--- src/rtl/bus_xfer_ctrl.sv ---
// bus_xfer_ctrl: moves one word from a selected source to a selected
// destination over the shared data bus. This block alone drives the bus
// enables, so at most one source can drive the bus at any time.
//
// Ports
//   CLK       system clock, rising edge
//   RESET_N   synchronous active-low reset
//   req       start a transfer (sampled only while idle)
//   abort     cancel the in-flight transfer
//   src_sel   source index, latched at accept
//   dst_sel   destination index, latched at accept
//   src_data  flattened source words, source i at [i*WIDTH +: WIDTH]
//   src_rdy   per-source data-valid
//   src_oe    one-hot source output-enable
//   dst_we    one-hot destination write-enable (single cycle)
//   bus_out   registered bus word, held between transfers
//   busy      high while a transfer is in flight
//   done      one-cycle completion pulse
//   err       one-cycle failure pulse
//   err_code  01 bad select, 10 timeout; held until next accept or error
module bus_xfer_ctrl #(
   parameter int unsigned WIDTH   = 8,
   parameter int unsigned NSRC    = 8,
   parameter int unsigned NDST    = 8,
   parameter int unsigned TIMEOUT = 255
) (
   input  logic                    CLK,
   input  logic                    RESET_N,
   input  logic                    req,
   input  logic                    abort,
   input  logic [$clog2(NSRC)-1:0] src_sel,
   input  logic [$clog2(NDST)-1:0] dst_sel,
   input  logic [NSRC*WIDTH-1:0]   src_data,
   input  logic [NSRC-1:0]         src_rdy,
   output logic [NSRC-1:0]         src_oe,
   output logic [NDST-1:0]         dst_we,
   output logic [WIDTH-1:0]        bus_out,
   output logic                    busy,
   output logic                    done,
   output logic                    err,
   output logic [1:0]              err_code
);

   localparam int unsigned SW = $clog2(NSRC);
   localparam int unsigned DW = $clog2(NDST);
   localparam int unsigned TW = (TIMEOUT > 0) ? $clog2(TIMEOUT + 1) : 1;

   localparam logic [1:0] CODE_NONE = 2'b00;
   localparam logic [1:0] CODE_SEL  = 2'b01;
   localparam logic [1:0] CODE_TMO  = 2'b10;

   typedef enum logic [1:0] {
      ST_IDLE = 2'd0,
      ST_SRC  = 2'd1,
      ST_DST  = 2'd2,
      ST_FIN  = 2'd3
   } state_t;

   state_t            state, state_d;
   logic [SW-1:0]     src_q, src_q_d;
   logic [DW-1:0]     dst_q, dst_q_d;
   logic [TW-1:0]     timer, timer_d;
   logic [WIDTH-1:0]  bus_d;
   logic [1:0]        code_d;
   logic              err_d;
   logic [NSRC-1:0]   src_oe_d;
   logic [NDST-1:0]   dst_we_d;
   logic              busy_d;
   logic              done_d;
   logic              sel_bad_c;
   logic              tmo_hit_c;

   // Unpack the flattened source words for indexed selection
   logic [WIDTH-1:0]  src_word [NSRC];

   for (genvar i = 0; i < NSRC; i++) begin : g_unpack
      assign src_word[i] = src_data[i*WIDTH +: WIDTH];
   end

   assign sel_bad_c = (32'(src_sel) >= NSRC) || (32'(dst_sel) >= NDST);
   // Current SRC cycle is the TIMEOUT-th one without ready
   assign tmo_hit_c = (TIMEOUT != 0) && ((32'(timer) + 32'd1) == TIMEOUT);

   // State register
   always_ff @(posedge CLK) begin
      if (!RESET_N) begin
         state <= ST_IDLE;
      end else begin
         state <= state_d;
      end
   end

   // Next state, datapath updates and next registered outputs
   always_comb begin
      state_d  = state;
      src_q_d  = src_q;
      dst_q_d  = dst_q;
      timer_d  = timer;
      bus_d    = bus_out;
      code_d   = err_code;
      err_d    = 1'b0;

      unique case (state)
         ST_IDLE: begin
            if (req) begin
               if (sel_bad_c) begin
                  err_d  = 1'b1;
                  code_d = CODE_SEL;
               end else begin
                  src_q_d = src_sel;
                  dst_q_d = dst_sel;
                  timer_d = '0;
                  code_d  = CODE_NONE;
                  state_d = ST_SRC;
               end
            end
         end
         ST_SRC: begin
            // abort > ready > timeout
            if (abort) begin
               state_d = ST_IDLE;
            end else if (src_rdy[src_q]) begin
               bus_d   = src_word[src_q];
               state_d = ST_DST;
            end else if (tmo_hit_c) begin
               err_d   = 1'b1;
               code_d  = CODE_TMO;
               state_d = ST_IDLE;
            end else begin
               timer_d = timer + TW'(1);
            end
         end
         ST_DST: begin
            state_d = abort ? ST_IDLE : ST_FIN;
         end
         ST_FIN: begin
            state_d = ST_IDLE;
         end
         default: begin
            state_d = ST_IDLE;
         end
      endcase

      // Outputs are decoded from the next state so they register with it
      src_oe_d = (state_d == ST_SRC) ? (NSRC'(1) << src_q_d) : '0;
      dst_we_d = (state_d == ST_DST) ? (NDST'(1) << dst_q_d) : '0;
      busy_d   = (state_d != ST_IDLE);
      done_d   = (state_d == ST_FIN);
   end

   // Datapath and output registers
   always_ff @(posedge CLK) begin
      if (!RESET_N) begin
         src_q    <= '0;
         dst_q    <= '0;
         timer    <= '0;
         bus_out  <= '0;
         err_code <= CODE_NONE;
         err      <= 1'b0;
         src_oe   <= '0;
         dst_we   <= '0;
         busy     <= 1'b0;
         done     <= 1'b0;
      end else begin
         src_q    <= src_q_d;
         dst_q    <= dst_q_d;
         timer    <= timer_d;
         bus_out  <= bus_d;
         err_code <= code_d;
         err      <= err_d;
         src_oe   <= src_oe_d;
         dst_we   <= dst_we_d;
         busy     <= busy_d;
         done     <= done_d;
      end
   end

endmodule

--- config.mk ---
export PLATFORM = sky130hd
export DESIGN_NAME = bus_xfer_ctrl
export DESIGN_NICKNAME = d
export VERILOG_FILES = /design/src/rtl/bus_xfer_ctrl.sv
export SDC_FILE = /design/constraint.sdc
export NUM_CORES = 1
export LEC_CHECK = 0
export BUFFER_PORTS_ARGS = -buffer_cell sky130_fd_sc_hd__buf_2
export CAP_MARGIN = 20
export CORE_ASPECT_RATIO = 0.9
export CORE_UTILIZATION = 44
export CTS_BUF_LIST = sky130_fd_sc_hd__clkbuf_2 sky130_fd_sc_hd__clkbuf_4 sky130_fd_sc_hd__clkbuf_8
export CTS_CLUSTER_SIZE = 16
export DETAILED_ROUTE_END_ITERATION = 8
export PLACE_DENSITY = 0.79
export SLEW_MARGIN = 10
export SYNTH_ARGS = -nofsm -noshare
export SYNTH_HDL_FRONTEND = slang
export SYNTH_SLANG_ARGS = --single-unit
--- constraint.sdc ---
create_clock -name CLK -period 2.1 [get_ports CLK]
set_clock_uncertainty 0.05 [all_clocks]
set_input_delay 0.42 -clock CLK [delete_from_list [all_inputs] [get_ports CLK]]
set_output_delay 0.42 -clock CLK [all_outputs]
set_load 0.1 [all_outputs]
==> results of run 1 <==
## report_power, final
group / total [uW] / switching (uW) / internal, uW
sequential: 879 / 19.1 / 860
combinational: 550 / 310 / 240
clock: 500 / 275 / 225
## cells by family (layout without fill, tap and decap cells)
group                      after synthesis  in the layout
other                                    1              1
muxes                                   43             43
xor gates and xnor gates                 1              1
AOI/OAI and AO/OA                       35             35
DFF                                     44             44
buffers and inverters                   22            146
and+or+nand+nor                         83             83
adders and majority gates                2              2
## cell type report
cell class              instances  area (sq um)  share of cell area
clock inverters                 2          12.5             0.00384
inverters                       7          26.3             0.00806
multi-input cells             165          1470               0.450
well taps                      67          83.8              0.0257
clock buffers                   5          68.8              0.0211
repair buffers                132           718               0.220
flip-flops and latches         44           886               0.272
## worst paths after layout
| check | to | startpoint | slack (ps) |
|---|---|---|---|
| max | dst_we[7]$_SDFF_PN0_ | src_q[0]$_SDFF_PN0_ | 90 |
| min | src_q[2]$_SDFF_PN0_ | src_sel[2] | 400 |
| max reg2reg | dst_we[7]$_SDFF_PN0_ | src_q[0]$_SDFF_PN0_ | 90 |
| min reg2reg | err_code[1]$_SDFFE_PN0P_ | err_code[1]$_SDFFE_PN0P_ | 420 |
## worst max-delay path: cells and delay by family (launching register included)
kind	cells	cell delay, ps
AOI/OAI and AO/OA	3	560
buffers and inverters	1	160
DFF	1	380
muxes	1	230
and+or+nand+nor	1	550
## flip-flops by register name, summed over array words and instances, names as in the netlist, 2 cells and up
name,flops
dst_we,8
state,2
timer,8
src_q,3
bus_out,8
dst_q,3
src_oe,8
## metrics by stage
step	cells	total power (uW)	hold WS (ps)	TNS (ps)
after floorplan	231	1270	446	-66.4
after global placement	415	1430	397	0
after detailed placement	415	1440	406	-292
after CTS	422	1940	390	0
after global routing	422	2030	407	-1.74
final	422	1930	405	0
## routing by layer
layer / GRT usage / vias up / share of wire
met1: 0.243 / 1058 / 0.40
met3: 0.0654 / 17 / 0.063
met2: 0.403 / 78 / 0.50
met4: 0.113 / 0 / 0.029
met5: 0 / - / 0
li1: - / 1110 / -
## cell usage in the layout, fill, tap and decap left out, drive strengths merged, types with 4 or more instances in the layout
cell type,instances
nand2,8
a211oi,5
dfxtp,44
mux4,16
nand2b,5
nor3,6
inv,7
and3,5
nor2,29
mux2i,15
mux2,12
buf,132
a21oi,4
nand3,12
clkbuf,5
a2111oi,4
## what timing repair did
action	in CTS	in global routing
gates resized for setup	2	8
hold buffers	0	0
pin swaps	0	1
setup endpoints to repair	2	16
==> results.txt, run 1 <==
* Outcome: completed
- The die covers 0.00578 sq mm.
- Post-synthesis compound-gate area fraction: 0.126
- In the synthesized netlist the async set-or-reset flop fraction comes to 0.
- The worst setup path is launched from a register.
* Share of synthesized area occupied by flip-flops and latches: 0.365
- Residual DRC: 0
- Effective utilization at floorplan: 0.459
- The worst hold path was traced through 3 stages.
- After synthesis the cells add up to 0.00241 sq mm.
* Share of the core filled with cells in the final layout: 0.621
* Non-Filler Cell Area, Final: ~0.0033 sq mm
- Chip height: 72.2 um
- Combinational family with the most area after synthesis: multiplexers
* Top cell types by occurrence after synthesis: 44 x dfxtp_1, 29 x nor2_1, 15 x mux2i_1
- In this run the cell area measured after placement is 0.00313 sq mm.
- The number of nets handed over by synthesis was 315.
- Setup violations remaining at the end of the flow were counted as 0.
- Routed length per placed instance: 14.1 um
- The clock net in this run drives a total of 44 sinks.
- Number of primary I/O pins: 111
- Post-Synth Adder-Cell Area: 0.0104
- Wires add up to 5.93 mm.
* Min setup slack post-route: 85.5 ps
- Slew at the pin closest to its max-slew limit: 503 ps
- Data arrives at the worst endpoint at 2170 ps.
- Number of global-route vias before repair: around 2300
- Once detail routing completed, the nets flagged for antenna violations numbered 0.
- 0 antenna diodes ended up in the layout.
- First-pass DRT Iterations: 4
- Total overflow reported by the global router: 0
- Post-synthesis area per instance: 10.4 sq um
- Hold Vio Cnt, Final: 0
- In this run the worst hold path is classified as input pin to register.
- Count of yosys warnings during synthesis: 0
- Post-synthesis register bit count: 44
* Cell accounting for the most synthesized area: dfxtp_1
* Number of antenna violations at the first check in global routing: 0
* Critical Path Slowest Stage Cell: or4b_4
* Peak Freq: 496 MHz
- Worst slew margin: 0.663
- In this design, the stage delay of the slowest critical-path cell is 550 ps.
- Post-DP HPWL: 4.85 mm
- Simple-gate area share of the yosys netlist: 0.177
* 1st-iter DRT viols: 64
* Overall global routing resource usage: 0.226
- The congestion estimate from routability-driven global placement came to 0.799.
- Synthesis handed over a netlist of 231 instances.
- Total count of max-transition violations in the final report: 0
* Power density normalized to cell area: 591 mW/mm^2
* TritonCTS clock tree: done
* Post-layout min period: 2010 ps
* Most used standard cell by instance count after synthesis: dfxtp_1
- Clock buffers created by TritonCTS: 5
- The worst-case IR drop observed on VDD is 429 uV.
- Top FF cell, synth: dfxtp_1
- The root buffer cell chosen for the clock tree is clkbuf_8.
- Number of setup buffers added after CTS: 0
- Fraction of synthesized cell area in xor and xnor cells: 0.00363
- In this run, synthesis inferred 0 flip-flops with an integrated enable.
- Deepest level of the CTS H-tree: 2
* Max FO, Critical Path: 7
- Of the available clock period, the critical path in the final layout requires 0.959.
- The clock passes through at most 2 buffers.
- Clock-pin transition on the worst setup and hold timing paths: 80 ps
* Logic depth of the worst register-to-register path: 6
- Via-per-instance ratio: approximately 5.4
- Row count: 25
* Share of the synthesized area in the top cell type: 0.365
- In the final design database the tool counted ~440 nets.
- Counting the fill cells in the layout gives 443.
- Synthesis instantiated 49 different standard cells from the library.
* Core area: about 0.0053 sq mm
- Mux cell area share after synthesis: 0.271
- Horiz. Die Dim: 80.0 um
* Crit path capture type: register
* Worst path required time: 2260 ps
- Of the cells placed in the final design, the portion with a size suffix greater than 1 is 0.507.
- Detailed-route via count: ~2300
- Insertion delay to the later sink of the worst-skew pair: 290 ps
- OpenSTA, run right after detailed placement, puts the worst setup slack at -147 ps.
- Cell Chain, Critical Path: mux2_2 > o22ai_2 > or4b_4 > a21o_4 > buf_4 > a211oi_1
- From synthesis to final layout, the design area changed by 35.3%.
- Entering global routing, the biggest net connects 17 pins.
- Max Cap Viol: 0
* Count of buffers inserted at the top-level ports: 109
- Startpoint-to-endpoint class of the critical path: register to register
- Static power due to leakage: 0.00150 uW
- Sorting the synthesized cells by area gives the leading types as dfxtp_1 37%, mux4_2 13%, mux2i_1 6.2%.
- Global-route wire length before repair: approximately 10 mm
Power figures use the tool's default switching activity.
==> inputs of run 2 (changes only) <==
==> constraint.sdc (replaced) <==
create_clock -name CLK -period 2.1 [get_ports CLK]
set_clock_uncertainty 0.05 [all_clocks]
set_input_delay 0.21 -clock CLK [delete_from_list [all_inputs] [get_ports CLK]]
set_output_delay 0.21 -clock CLK [all_outputs]
set_load 0.1 [all_outputs]
==> results.txt, run 2 (synthesized netlist as in run 1, its figures left out) <==
* Number of global-route vias before repair: 2186 (-6.3%)
* Static power due to leakage: 0.00151 uW (+0.56%)
- The tree is rooted in a clkbuf_8.
- The final wirelength was 6.06 mm (+2.2%).
* Residual DRC: 0 (unchanged)
- The count of pins on the block boundary was 111 (unchanged).
- The buffers inserted during post-CTS setup optimization was 0 (unchanged).
- RSZ-0062 raised after global routing: false
- Fillcell total: 441 (-0.45%)
- Internal Dissipation: 1360 uW (+2.7%)
- The share of final-layout standard cells stronger than drive strength 1 is 0.515 (+0.00845).
* Non-Filler Cell Area, Final: 0.00326 sq mm (about the same)
* Horiz. Die Dim: 80.0 um (unchanged)
* Crit path capture type: register
* # nets final: 438 (-0.23%)
- The maximum fanout encountered on the critical timing path came to 8 (+1).
* Diodes inserted: 0 (unchanged)
* Worst slew margin: 0.645 (-0.0177)
- The number of antenna-violating nets in the routed design is 0 (unchanged).
- The initial core utilization came to 0.459 (unchanged).
- The number of buffers inserted during clock tree synthesis is 5 (unchanged).
- The number of violations of the max-capacitance limit is 0 (unchanged).
- Count of endpoints failing setup in the final report: 0 (unchanged)
* Fin crit share: 0.953 (-0.00587)
* Peak Freq: 499 MHz (+0.62%)
- The core outline area was 0.00526 sq mm (unchanged).
- The net switching power was 610 uW (+0.96%).
- The number of pins with negative max-slew slack in the final report is 0 (unchanged).
- The post-route worst setup slack came to 97.8 ps (+12.3 ps).
- The library cell used most frequently in the layout, excluding fill and tap cells, is buf_2.
- Area of placed instances: 0.00312 sq mm (-0.24%)
* Routability cong.: 0.768 (-3.9%)
* Worst vdd ir: 418 uV (-2.5%)
* Outcome: completed
* Power density normalized to cell area: 604 mW/mm^2 (+2.1%)
- The critical path in this run is classified as register to register.
* Count of buffers inserted at the top-level ports: 109 (unchanged)
* Area grow syn2layout: 35.4% (about the same)
- Routed length per placed instance: 14.4 um (+2.2%)
- The power share of the clock group is 0.275 (+0.016).
- The data arrival time of the critical path came to 2160 ps (about the same).
- The share of total power consumed by net switching came to 0.310 (-0.00361).
- The placement-stage worst setup slack came to 16.4 ps (+164 ps).
* Hold Vio Cnt, Final: 0 (unchanged)
- Hold/Removal Path Class: input pin to register
- Gate power share: 0.278 (-0.007)
- The post-layout minimum cycle time is 2000 ps (-12.3 ps).
* 1st-iter DRT viols: 67 (+4.7%)
- TritonCTS built the clock tree.
* Chip height: 72.2 um (unchanged)
- The number of buffers on the longest clock path was 2 (unchanged).
- The wire length of the first global-routing pass is 9.98 mm (unchanged).
* Share of the core filled with cells in the final layout: 0.621 (about the same)
* Leading cell types in the layout, fill and taps excluded: 109 x buf_2, 41 x dfxtp_1, 29 x nor2_1, 22 x buf_4, 15 x mux2i_1
- Slew at the pin closest to its max-slew limit: 532 ps (+29.6 ps)
- First-pass DRT Iterations: 4 (unchanged)
- Post-DP HPWL: 4.89 mm (+0.89%)
* Maximum number of pins on one net before global-route repair: 15 (-2)
* Area enclosed by the die boundary: 0.00578 sq mm (unchanged)
- The overflow left after global routing is 0 (unchanged).
* Detailed-route via count: 2249 (-0.62%)
* Row count: 25 (unchanged)
- Deepest level of the CTS H-tree: 2 (unchanged)
- CTS sink cnt: 44 (unchanged)
- Insertion delay to the later sink of the worst-skew pair: 290 ps (about the same)
- The clock slew seen by the registers of the worst setup and hold paths is 80 ps (about the same).
* Via-per-instance ratio: 5.33 (-0.62%)
- The number of antenna violations at the first check in global routing came to 0 (unchanged).
* Fraction of power consumed by sequential logic: 0.447 (-0.009)
* Overall global routing resource usage: 0.223 (-0.00268)
- Type of origin of the critical path: register
- Worst path required time: 2260 ps (about the same)
run 2: cell types whose count changed in the layout (fill, tap and decap cells not counted), sizes merged:
cell,previous run,this run
buf,132,131
clkinvlp,1,0
clkbuf,5,6
clkinv,1,2
run 2: power groups by stage:
stage               sequential (uW)  combinational, uW  clock, uW
floorplan                       999                275          0
global placement                897                528          0
detailed placement              899                536          0
CTS                             880                539        552
global route                    885                590        595
finish                          881                547        542
run 2: metal layers:
layer / vias to the layer above / track usage / wire (um)
met2: 73 / 0.372 / 2960
met3: 18 / 0.0491 / 306
met4: 0 / 0.0813 / 142
met1: 1046 / 0.284 / 2650
met5: - / 0 / 0
li1: 1112 / - / -
run 2: final cells by class:
| class | count | area (sq um) | share of cell area |
|---|---|---|---|
| Multi-Input combinational cell | 165 | 1460 | 0.448 |
| Sequential cell | 44 | 887 | 0.272 |
| Timing Repair Buffer | 131 | 711 | 0.218 |
| Tap cell | 67 | 83.8 | 0.0257 |
| Clock buffer | 6 | 82.6 | 0.0253 |
| Inverter | 7 | 26.3 | 0.00805 |
| Clock inverter | 2 | 10.0 | 0.00307 |
run 2: path summary, 6_finish.rpt:
check / to / cells past startpoint / startpoint / slack (ps)
max reg2reg: dst_we[4]$_SDFF_PN0_ / 6 / src_q[0]$_SDFF_PN0_ / 100
max: dst_we[4]$_SDFF_PN0_ / 6 / src_q[0]$_SDFF_PN0_ / 100
min: dst_q[2]$_SDFF_PN0_ / 3 / dst_sel[2] / 130
min reg2reg: err_code[1]$_SDFFE_PN0P_ / 1 / err_code[1]$_SDFFE_PN0P_ / 430
run 2: through the flow:
| step | TNS [ps] | instances | power [uW] | hold WS, ps |
|---|---|---|---|---|
| floorplan | -66.4 | 231 | 1270 | 347 |
| global placement | 0 | 414 | 1420 | 400 |
| detailed placement | 0 | 414 | 1430 | 407 |
| CTS | 0 | 422 | 1970 | 130 |
| global route | 0 | 422 | 2070 | 207 |
| finish | 0 | 422 | 1970 | 129 |
run 2: what timing repair did:
action / CTS / global route
hold buffers: 0 / 0
endpoints found under the setup margin: 1 / 9
resized for setup: 1 / 11
run 2: worst max-delay path, cell delays in order, from the launching register on:
cell and delay (ps):
dfxtp_4 380, mux2_2 230, o22ai_2 90, or4b_4 560, a21o_4 260, buf_4 170, a211oi_1 190
==> inputs of run 3 (changes only) <==
BUFFER_PORTS_ARGS = default   (was -buffer_cell sky130_fd_sc_hd__buf_2)
CORE_UTILIZATION = 55   (was 44)
DONT_BUFFER_PORTS = 1   (was default)
PLACE_DENSITY = 0.73   (was 0.79)
==> results.txt, run 3 (synthesized netlist as in run 1, its figures left out) <==
- Core area: 0.00413 sq mm (-21%)
* Row count: 22 (-12%)
- The maximum cell stage delay along the critical path is 540 ps (-20 ps).
- Maximum number of pins on one net before global-route repair: 17 (+2)
* Clock buffers created by TritonCTS: 5 (unchanged)
* # nets final: 354 (-19%)
* First-pass DRT Iterations: 4 (unchanged)
* Post-layout min period: 1980 ps (-17.2 ps)
- The worst setup path is of the register to register kind.
* Worst vdd ir: 457 uV (+9.2%)
- Fillcell total: 317 (-28%)
- Fraction of final layout cells sized beyond drive strength 1: 0.347 (-0.169)
- Peak Freq: 504 MHz (+0.87%)
- The worst setup path is launched from a register.
* Global-route wire length before repair: 9.11 mm (-8.7%)
- RSZ-0062 raised after global routing: false
* Deepest level of the CTS H-tree: 2 (unchanged)
* Count of buffers inserted at the top-level ports: 0 (-100%)
* Power density normalized to cell area: 706 mW/mm^2 (+17%)
- The width of the die is 71.8 um (-10%).
- TritonCTS clock tree: done
- The area growth from synthesis to layout is 20.6%.
* Outcome: completed
* 1st-iter DRT viols: 110 (+64%)
* Total count of max-transition violations in the final report: 0 (unchanged)
- The top cell types in the final layout, fill and taps aside, are 44 x buf_4, 43 x dfxtp_1, 29 x nor2_1, 14 x mux2i_1, 14 x mux4_2.
- The slowest stage of the critical path is the or4b_4 cell.
- Static power due to leakage: 0.00118 uW (-22%)
- Crit path capture type: register
* Routed length per placed instance: 17.5 um (+22%)
* Chip height: 64.8 um (-10%)
- Slew at the pin closest to its max-slew limit: 500 ps (-32.2 ps)
- The via count of the first global-routing pass was 1952 (-11%).
- The final instance area was 0.00291 sq mm (-11%).
- Final routed wirelength across all metal layers: 5.60 mm (-7.7%)
- Critical path arrival: 2140 ps (-20 ps)
* Clock-pin transition on the worst setup and hold timing paths: 80 ps (about the same)
* Routed Antenna Nets: 0 (unchanged)
- CTS placed an instance of clkbuf_8 at the clock tree root.
* Number of antenna violations at the first check in global routing: 0 (unchanged)
- Count of endpoints failing setup in the final report: 0 (unchanged)
- Routability cong.: 0.817 (+6.3%)
* Area enclosed by the die boundary: 0.00465 sq mm (-20%)
- Detailed-route via count: 1957 (-13%)
- Worst slew margin: 0.657 (+0.0120)
- The number of vias per cell after detailed routing came to 6.13 (+15%).
* Total overflow reported by the global router: 0 (unchanged)
* Insertion delay to the later sink of the worst-skew pair: 290 ps (about the same)
* Cell Chain, Critical Path: mux2i_1 > and3_4 > or4b_4 > a21o_1 > buf_6 > a211oi_1
- Fin crit share: 0.945 (-0.00820)
- The number of hold-slack violations in the final timing report was 0 (unchanged).
* Number of primary I/O pins: 111 (unchanged)
- Hold/Removal Path Class: input pin to register
- The maximum fanout encountered on the critical timing path is 8 (unchanged).
* Max Cap Viol: 0 (unchanged)
- The initial core utilization is 0.584 (+0.125).
- Clock buffer depth: 2 (unchanged)
- The data required time of the worst path was 2250 ps (about the same).
* Sum of negative setup slack: 0 ps (unchanged)
- The number of remaining DRC errors came to 0 (unchanged).
- The placed instance area came to 0.00274 sq mm (-12%).
- The overall fraction of global-route tracks in use came to 0.252 (+0.0294).
- The half-perimeter wire length of the detailed placement result came to 4.20 mm (-14%).
- The clock net sink count was 44 (unchanged).
* Diodes inserted: 0 (unchanged)
* Commonest non-fill, non-tap cell in the layout: buf_4
run 3: cell count changes in the layout (fill, tap and decap cells not counted), moves of 2 or more:
cell      previous run  this run
dfxtp_2              2         0
buf_6                0         2
buf_4               22        44
a211oi_1             3         5
a211oi_2             2         0
clkinv_2             2         0
dfxtp_1             41        43
buf_2              109         0
run 3: critical path, delay by kind of cell, from the launching register on:
family	cells	cell delay, ps
mux	1	140
compound gates	2	440
flops	1	380
simple gates	2	740
buf+inv	1	150
run 3: power by group:
group / internal, uW / switching (uW)
sequential: 860 / 18.3
combinational: 189 / 287
clock: 420 / 278
run 3: repair_timing:
action	in CTS	in global routing
pin swaps	1	5
hold buffers	1	0
resized for setup	4	5
buffers inserted	1	0
hold endpoints to repair	1	0
endpoints found under the setup margin	2	7
run 3: per-stage QoR:
stage | utilization | hold WS, ps | instances | setup WS (ps) | total power (uW)
finish | 0.704 | 25.8 | 319 | 115 | 2050
CTS | 0.701 | 23.3 | 320 | 21.9 | 2050
global placement | 0.664 | 309 | 311 | 20.7 | 1350
detailed placement | 0.664 | 308 | 311 | -25.1 | 1360
global route | 0.704 | 41.1 | 319 | 35.0 | 2130
floorplan | - | 347 | 231 | -25.0 | 1270
run 3: worst paths after layout:
| path | startpoint | end | slack (ps) | cells past startpoint |
|---|---|---|---|---|
| max reg2reg | src_q[0]$_SDFF_PN0_ | dst_we[5]$_SDFF_PN0_ | 120 | 6 |
| min reg2reg | err_code[1]$_SDFFE_PN0P_ | err_code[1]$_SDFFE_PN0P_ | 440 | 1 |
| min | RESET_N | src_oe[4]$_SDFF_PN0_ | 30 | 2 |
| max | src_q[0]$_SDFF_PN0_ | dst_we[5]$_SDFF_PN0_ | 120 | 6 |
run 3: cell type report:
type / count / area, sq um / share of cell area
repair buffers: 47 / 363 / 0.125
multi-input cells: 165 / 1450 / 0.498
well taps: 48 / 60.1 / 0.0207
flip-flops and latches: 44 / 885 / 0.304
clock inverters: 1 / 30.0 / 0.0103
clock buffers: 7 / 96.3 / 0.0331
inverters: 7 / 26.3 / 0.00904
run 3: routing by layer:
metal  vias up  GRT usage  share of wire
met4         0     0.0539         0.0038
li1        939          -              -
met1       938      0.302           0.42
met2        76      0.459           0.51
met3         4     0.0591          0.064
met5         -          0              0
